===== src/rtl/ifetch_prefetch_stage.sv =====
// Instruction-fetch prefetch stage: issues word reads from a fixed one-cycle-latency memory
// and buffers up to two {pc, inst} pairs for decode, with redirect (flush) support.
module ifetch_prefetch_stage #(
    parameter logic [31:0] RESET_PC = 32'h0000_0000
) (
    input  logic        clk,
    input  logic        rst,
    output logic        imem_req,
    output logic [31:0] imem_addr,
    input  logic [31:0] imem_rdata,
    input  logic        id_ready,
    input  logic        flush,
    input  logic [31:0] flush_target,
    output logic [31:0] PCOUT,
    output logic [31:0] INST,
    output logic        inst_valid
);

    logic [1:0]  count_r;
    logic [31:0] pc0_r;
    logic [31:0] inst0_r;
    logic [31:0] pc1_r;
    logic [31:0] inst1_r;
    logic [31:0] fpc_r;
    logic        out_r;
    logic [31:0] out_pc_r;

    logic        pop_s;
    logic        push_s;
    logic        req_s;
    logic [2:0]  occ_s;
    logic [31:0] target_s;

    // Handshake decode: occupancy counts buffered entries plus the response still on its way.
    always_comb begin
        pop_s    = (count_r != 2'd0) && id_ready && !flush;
        push_s   = out_r && !flush;
        occ_s    = {1'b0, count_r} - {2'b00, pop_s} + {2'b00, out_r};
        req_s    = rst && !flush && (occ_s < 3'd2);
        target_s = flush_target & 32'hFFFF_FFFC;
    end

    // Output view of the FIFO head; an empty FIFO presents zeros.
    always_comb begin
        imem_req   = req_s;
        imem_addr  = fpc_r;
        inst_valid = (count_r != 2'd0);
        if (count_r != 2'd0) begin
            PCOUT = pc0_r;
            INST  = inst0_r;
        end else begin
            PCOUT = 32'h0000_0000;
            INST  = 32'h0000_0000;
        end
    end

    // Fetch PC and in-flight request tracking.
    always_ff @(posedge clk) begin
        if (!rst) begin
            fpc_r    <= RESET_PC & 32'hFFFF_FFFC;
            out_r    <= 1'b0;
            out_pc_r <= 32'h0000_0000;
        end else if (flush) begin
            fpc_r <= target_s;
            out_r <= 1'b0;
        end else begin
            out_r <= req_s;
            if (req_s) begin
                out_pc_r <= fpc_r;
                fpc_r    <= fpc_r + 32'd4;
            end else begin
                out_pc_r <= out_pc_r;
            end
        end
    end

    // Two-entry FIFO; entry 0 is always the head, so a pop shifts entry 1 forward.
    always_ff @(posedge clk) begin
        if (!rst) begin
            count_r <= 2'd0;
            pc0_r   <= 32'h0000_0000;
            inst0_r <= 32'h0000_0000;
            pc1_r   <= 32'h0000_0000;
            inst1_r <= 32'h0000_0000;
        end else if (flush) begin
            count_r <= 2'd0;
        end else begin
            case ({pop_s, push_s})
                2'b10: begin
                    pc0_r   <= pc1_r;
                    inst0_r <= inst1_r;
                    count_r <= count_r - 2'd1;
                end
                2'b01: begin
                    if (count_r == 2'd0) begin
                        pc0_r   <= out_pc_r;
                        inst0_r <= imem_rdata;
                    end else begin
                        pc1_r   <= out_pc_r;
                        inst1_r <= imem_rdata;
                    end
                    count_r <= count_r + 2'd1;
                end
                2'b11: begin
                    if (count_r == 2'd1) begin
                        pc0_r   <= out_pc_r;
                        inst0_r <= imem_rdata;
                    end else begin
                        pc0_r   <= pc1_r;
                        inst0_r <= inst1_r;
                        pc1_r   <= out_pc_r;
                        inst1_r <= imem_rdata;
                    end
                    count_r <= count_r;
                end
                default: count_r <= count_r;
            endcase
        end
    end

endmodule


===== config.mk =====
export PLATFORM = sky130hd
export DESIGN_NAME = ifetch_prefetch_stage
export DESIGN_NICKNAME = d
export VERILOG_FILES = /design/src/rtl/ifetch_prefetch_stage.sv
export SDC_FILE = /design/constraint.sdc
export NUM_CORES = 1
export LEC_CHECK = 0
export CAP_MARGIN = 20
export CORE_ASPECT_RATIO = 0.8
export CORE_MARGIN = 4
export CORE_UTILIZATION = 45
export DETAILED_ROUTE_END_ITERATION = 10
export PLACE_DENSITY = 0.74
export SYNTH_ARGS = -nofsm -noshare
export SYNTH_HDL_FRONTEND = slang
export SYNTH_SLANG_ARGS = --single-unit

===== constraint.sdc =====
create_clock -name clk -period 3.44 [get_ports clk]
set_clock_uncertainty 0.1 [all_clocks]
set_input_delay 0.344 -clock clk [delete_from_list [all_inputs] [get_ports clk]]
set_output_delay 0.344 -clock clk [all_outputs]
set_load 0.02 [all_outputs]

After elaboration in Yosys (flattened, before gate mapping)
Index checks and enable logic that the tools add are counted.

Output and inout port bits: 98. Bits of input ports: 68. Register bits after elaboration: 195. Word-level logic and storage cells: 57.

Bitwise gates (word level): 2. Eq/ne operators: 7. Multiplexer cells: 17. Order comparisons: 1. Add/sub/neg operators: 5. Reductions and logical operators: 16.

Operator list (count): $mux 32 (12); $pmux 32 s3 (2); $pmux 32 s2 (2); $add 32x3->32 const B (1); $reduce_bool 2->1 (4); $ne 2x2->1 const B (3); $logic_and 1x1->1 (5); $eq 2x1->1 const B (2); $eq 2x2->1 const B (2); $pmux 2 s2 (1); $reduce_and 4->1 (1); $add 3x1->3 (1); $lt 3x2->1 const B (1); $reduce_and 3->1 (1); $reduce_bool 3->1 (1); $sub 2x1->3 (1); $add 2x1->2 const B (1); $logic_not 2->1 (1); $not 1->1 (2); $reduce_and 2->1 (1); $reduce_or 2->1 (1); $sub 2x1->2 const B (1); $logic_not 1->1 (1).

Depth between registers and ports, before layout
Gate-level depths: netlist of the first run.

Depth after elaboration: 9. Depth in mapped cells: 16. Mapped depth without buffers: 13.

Worst setup path before layout of the first run
No wires, ideal clock.

Path kind: register to register. Start: reg count_r[1]. End: reg fpc_r[15], in the netlist imem_addr[15]. Path buffers: 2. Setup slack: -57 ps. Period minus slack after synthesis: 3497 ps. Cell stages (with the launch flop): 15. Required time: 3266 ps. Arrival: 3322 ps. Setup time: 74 ps. Path through: dfxtp_1 > inv_1 > ha_1 > clkbuf_1 > inv_1 > nand3_1 > inv_1 > ha_1 > nand2b_1 > fa_1 > xnor2_2 > nand3_2 > buf_6 > or4_1 > a31oi_1.

Longest elaborated chain between the ends: 8.

RTL lines: from (decl) (line 19) `logic [1:0] count_r;`; from (signal assigned) (line 92) `count_r <= count_r - 2'd1;`; from (signal assigned) (line 102) `count_r <= count_r + 2'd1;`; from (signal assigned) (line 114) `count_r <= count_r;`; $reduce_bool 2->1; via inst_valid (line 16) `output logic inst_valid`; $logic_and 1x1->1 (2 in series) (line 36) `pop_s = (count_r != 2'd0) && id_ready && !flush;`; $sub 2x1->3 (line 38) `occ_s = {1'b0, count_r} - {2'b00, pop_s} + {2'b00, out_r};`; $add 3x1->3 (line 38); $lt 3x2->1 (line 39) `req_s = rst && !flush && (occ_s < 3'd2);`; $logic_and 1x1->1 (line 39); $reduce_bool 2->1 (no source line); to (signal assigned) (line 60) `fpc_r <= RESET_PC & 32'hFFFF_FFFC;`; to (signal assigned) (line 64) `fpc_r <= target_s;`; to (signal assigned) (line 70) `fpc_r <= fpc_r + 32'd4;`; to (decl) (line 24) `logic [31:0] fpc_r;`.

The timed path passes the listed nets, and every way through them passes these cells. A chain may end at the register's enable or synchronous reset.

Worst setup path in the final report of the first run
Start: reg count_r[1]. End: out imem_req.

Longest elaborated chain between the ends: 7.

RTL lines: $reduce_bool 2->1 (line 36); $logic_and 1x1->1 (2 in series) (line 36); $sub 2x1->3 (*) (line 38); $add 3x1->3 (*) (line 38); $lt 3x2->1 (*) (line 39); $logic_and 1x1->1 (*) (line 39); to (decl) (line 8) `output logic imem_req,`.

Mark *: on every way between the ends. The rest lies on a longest branch, timed or not.

==> impl_metrics.yaml, run 1 <==
status:
  result_of_the_run: "completed"
global_routing:
  grt_usage_pct: 22.4
  vias_in_the_first_global_route: 7543
  grt_max_degree: 89
  remaining_global_route_overflow: 0
  antenna_violations_before_repair: 0
  grt_pass1_wl_mm: 38.5
die:
  chipWidth_um: 160
  die_y_um: 130
  pin_count: 166
  floorplan.initialDensity_pct: 45.9
  core.rowCount: 44
  fp.coreArea_sq_mm: 0.0182
  die_area_sq_mm: 0.0208
power:
  vdd_drop_max_mv: 0.367
  pwr-share-clk_pct: 40.5
  switchingPower_uw: 1250
  p_sw_share_pct: 25.7
  power.density_cell_area_mw_per_mm2: 452
  logic_pwr_share_pct: 11.5
  leakagePower_uw: 0.00357
  power.share.sequential_pct: 48.0
  internal_power_uw: 3610
logic_synthesis:
  syn_inst: 1054
  post_synth.cell_area_avg_sq_um: 7.91
  post_synth_instance_area_sq_mm: 0.00834
  post-synth-top-area-cell: "sky130_fd_sc_hd__dfxtp_1"
  synth.distinct_cells: 52
  synth_enable_flop_cells: 0
  ys.warnings.count: 0
  synth_top_area_share_pct: 44.9
  synth-async-reset-ratio_pct: 0
  synth_flop_cell: "sky130_fd_sc_hd__dfxtp_1"
  yosysSeqAreaShare_pct: 44.9
  synth.top_cells.by_area: "sky130_fd_sc_hd__dfxtp_1, sky130_fd_sc_hd__nand2_1, sky130_fd_sc_hd__a221oi_1"
  ys_ff_latch: 187
clock_network:
  h_tree_lvl_count: 4
  cts_inserted_buffers: 17
  ctsHoldBuffers: 0
  postcts_setup_bufs: 0
  clock_insertion_delay_at_the_later_pin_of_the_skew_report_ps: 420
  cts_buffer_depth: 2
  tritoncts: "done"
  cts-root-buf: "sky130_fd_sc_hd__clkbuf_16"
  worst_setup_hold_path_clk_slew_ps: 60
  cts_sinks: 187
sta:
  final.setup.worst_slack_ps: 233
  hold_violations: 0
  maxSlewHeadroom_pct: 37.3
  grt_setup_unrepaired: "yes"
  slew_viol_final: 0
  achievable-frequency_ghz: 0.312
  finalSetupViolCount: 0
  period_share_pct: 93.2
  whs_ps: 353
  tns_ps: 0
  timing_worst_slew_pin_value_ps: 941
  finalCriticalPeriod_ps: 3210
cells_and_area:
  finish.cell_count_without_fillers: 1412
  area.growth.synth_to_final_pct: 28.8
  finalNetCount: 1245
  nFillCells: 1644
  total_area_of_multi_input_combinational_cells_sq_mm: 0.00418
  antenna_cells: 0
  final_layout_size_suffix_gt1_share_pct: 6.18
  seqCellArea_sq_mm: 0.00374
hold_path:
  min_delay_path_depth: 2
  timing.hold.worst.class: "register to register"
placed_design:
  pre_cts_slack_ps: -16.5
  dp.final_hpwl_mm: 15.2
  place.detailed.instances: 1380
  buffer_ports.inserted: 159
  routabilityCongestion: 0.870
detailed_routing:
  remaining_drc_errors: 0
  dr_total_vias: 8070
  routed_antenna_nets: 0
  detailedRoute.firstIterationViolations: 634
  first_pass_iters: 6
  route.detailed.wl_per_inst_um: 16.7
  post_drt_via_cell_ratio: 5.72
  routed_wl_mm: 23.6
job:
  cap_viol_max_count: 0
worst_setup_path:
  crit_chain: "inv_1, ha_2, inv_2, nand3_1, inv_1, ha_1, nand2b_1, fa_1, xnor2_2, nand3_2, inv_1, clkbuf_2"
  reg2reg_setup_slack_ps: 240
  critPathLaunchType: "register"
  worst_ep_arrival_time_ps: 2760
  cpPeakStageDelay_ps: 440
  timing.reg2reg.worst_path_depth: 14
  slowest_stage: "sky130_fd_sc_hd__fa_1"
  timing.critical_path.mode_cell: "sky130_fd_sc_hd__inv_1"
  critical_path.endpoint_type: "primary output"
  worstSetupPathType: "register to primary output"
  required_ps: 3000
  timing.critical_path.fanout_max: 5
-- cells in the final DEF, fill, tap and decap left out, types with 10 or more instances in the layout --
cell type,instances
sky130_fd_sc_hd__inv_1,12
sky130_fd_sc_hd__clkbuf_16,17
sky130_fd_sc_hd__a31oi_1,15
sky130_fd_sc_hd__nand4_1,12
sky130_fd_sc_hd__dfxtp_1,186
sky130_fd_sc_hd__nor3_1,73
sky130_fd_sc_hd__nor2_1,78
sky130_fd_sc_hd__buf_4,20
sky130_fd_sc_hd__nor2b_1,66
sky130_fd_sc_hd__clkdlybuf4s50_1,158
sky130_fd_sc_hd__and3_1,10
sky130_fd_sc_hd__nand2_1,226
sky130_fd_sc_hd__a21oi_1,94
sky130_fd_sc_hd__a221oi_1,62
sky130_fd_sc_hd__nand3_1,15
-- worst paths after layout --
check	start	endpoint
max	count_r[1]$_SDFFE_PP0P_	imem_req
min reg2reg	pc1_r[9]$_SDFFE_PN0P_	pc1_r[9]$_SDFFE_PN0P_
max reg2reg	count_r[1]$_SDFFE_PP0P_	imem_addr[18]$_SDFFE_PN0P_
min	pc1_r[9]$_SDFFE_PN0P_	pc1_r[9]$_SDFFE_PN0P_
-- power groups by stage --
stage                     clock network, uW  registers, uW  logic, uW
final                                  1970           2330        559
after global routing                   2100           2340        612
after CTS                              2000           2330        562
after detailed placement                  0           2370        560
after global placement                    0           2370        553
after floorplan                           0           2370        300
-- state kept, by name, indices dropped and copies added, names as in the netlist --
name       count
inst0_r       32
inst1_r       32
imem_addr     30
out_pc_r      30
pc0_r         30
pc1_r         30
count_r        2
out_r          1
-- critical path: cells and delay by family, from the launching register on --
family        cells  cell delay [ps]
xor+xnor          1              210
flops             1              410
simple gates      3              380
buf+inv           5              500
fa+ha+maj         3              840
-- metal layers --
metal	wire [um]	global-route usage, %
met3	1520	3.92
met2	11000	35.8
met5	0	0
met4	418	7.03
met1	10700	31.1
-- logic make-up after synthesis --
family	share of synthesized area [%]
adder cells (fa/ha/maj)	1.29
other	0.0450
XOR/XNOR	0.930
flip-flops	44.9
buffers and inverters	5.41
multiplexers	0.120
AND/OR/NAND/NOR	28.8
AO/OA/AOI/OAI	18.5
-- what timing repair did --
item,in CTS,in global routing
setup endpoints to repair,1,2
pin swaps,0,0
resized for setup,1,3
-- stage by stage --
step / utilization, % / power (uW) / instance area, sq um
final: 59.1 / 4850 / 10700
after global routing: 59.1 / 5050 / 10700
after CTS: 59.2 / 4880 / 10700
after detailed placement: 55.9 / 2930 / 10200
after global placement: 55.9 / 2930 / 10200
after floorplan: - / 2680 / 8350
-- final cells by class --
| type | instances | share of cell area [%] |
|---|---|---|
| well taps | 230 | 2.68 |
| repair buffers | 186 | 17.5 |
| clock buffers | 19 | 4.22 |
| multi-input cells | 762 | 38.9 |
| flip-flops and latches | 187 | 34.9 |
| inverters | 15 | 0.547 |
| clock inverters | 13 | 1.33 |
-- cell usage after synthesis, types with 2 or more instances --
master                     count
sky130_fd_sc_hd__and3_1       10
sky130_fd_sc_hd__a41oi_1       2
sky130_fd_sc_hd__o31ai_1       3
sky130_fd_sc_hd__a311o_1       2
sky130_fd_sc_hd__nor2b_1      66
sky130_fd_sc_hd__ha_1          7
sky130_fd_sc_hd__nand3_1      15
sky130_fd_sc_hd__xnor2_1       5
sky130_fd_sc_hd__xor2_1        2
sky130_fd_sc_hd__or4_1         8
sky130_fd_sc_hd__o41ai_1       3
sky130_fd_sc_hd__a211oi_1      5
sky130_fd_sc_hd__buf_4         5
sky130_fd_sc_hd__nand3_2       2
sky130_fd_sc_hd__nor3_1       74
sky130_fd_sc_hd__inv_1        14
sky130_fd_sc_hd__and4_1        5
sky130_fd_sc_hd__nor2_1       78
sky130_fd_sc_hd__o311ai_0      8
sky130_fd_sc_hd__a21oi_1      94
sky130_fd_sc_hd__nand2b_1      3
sky130_fd_sc_hd__o21ai_0       8
sky130_fd_sc_hd__o31a_1        2
sky130_fd_sc_hd__or3_1         9
sky130_fd_sc_hd__and2_1        2
sky130_fd_sc_hd__nand4_1      12
sky130_fd_sc_hd__a221oi_1     62
sky130_fd_sc_hd__nand2_1     226
sky130_fd_sc_hd__o211ai_1      3
sky130_fd_sc_hd__buf_2        16
sky130_fd_sc_hd__dfxtp_1     187
sky130_fd_sc_hd__clkbuf_1     71
sky130_fd_sc_hd__nor4_1        5
sky130_fd_sc_hd__o221ai_1      2
sky130_fd_sc_hd__a221o_1       4
sky130_fd_sc_hd__o311a_1       4
sky130_fd_sc_hd__a31oi_1      15
Note: power is estimated with default switching activity, not from simulation.
==> inputs of run 2 (changes only) <==
--- a/config.mk
+++ b/config.mk
@@ -11,6 +11,7 @@
 export CORE_UTILIZATION = 45
 export DETAILED_ROUTE_END_ITERATION = 10
 export PLACE_DENSITY = 0.74
+export SLEW_MARGIN = 0
 export SYNTH_ARGS = -nofsm -noshare
 export SYNTH_HDL_FRONTEND = slang
 export SYNTH_SLANG_ARGS = --single-unit
==> results of run 2 <==
Final layout, timing and power as in run 1 (identical DEF).
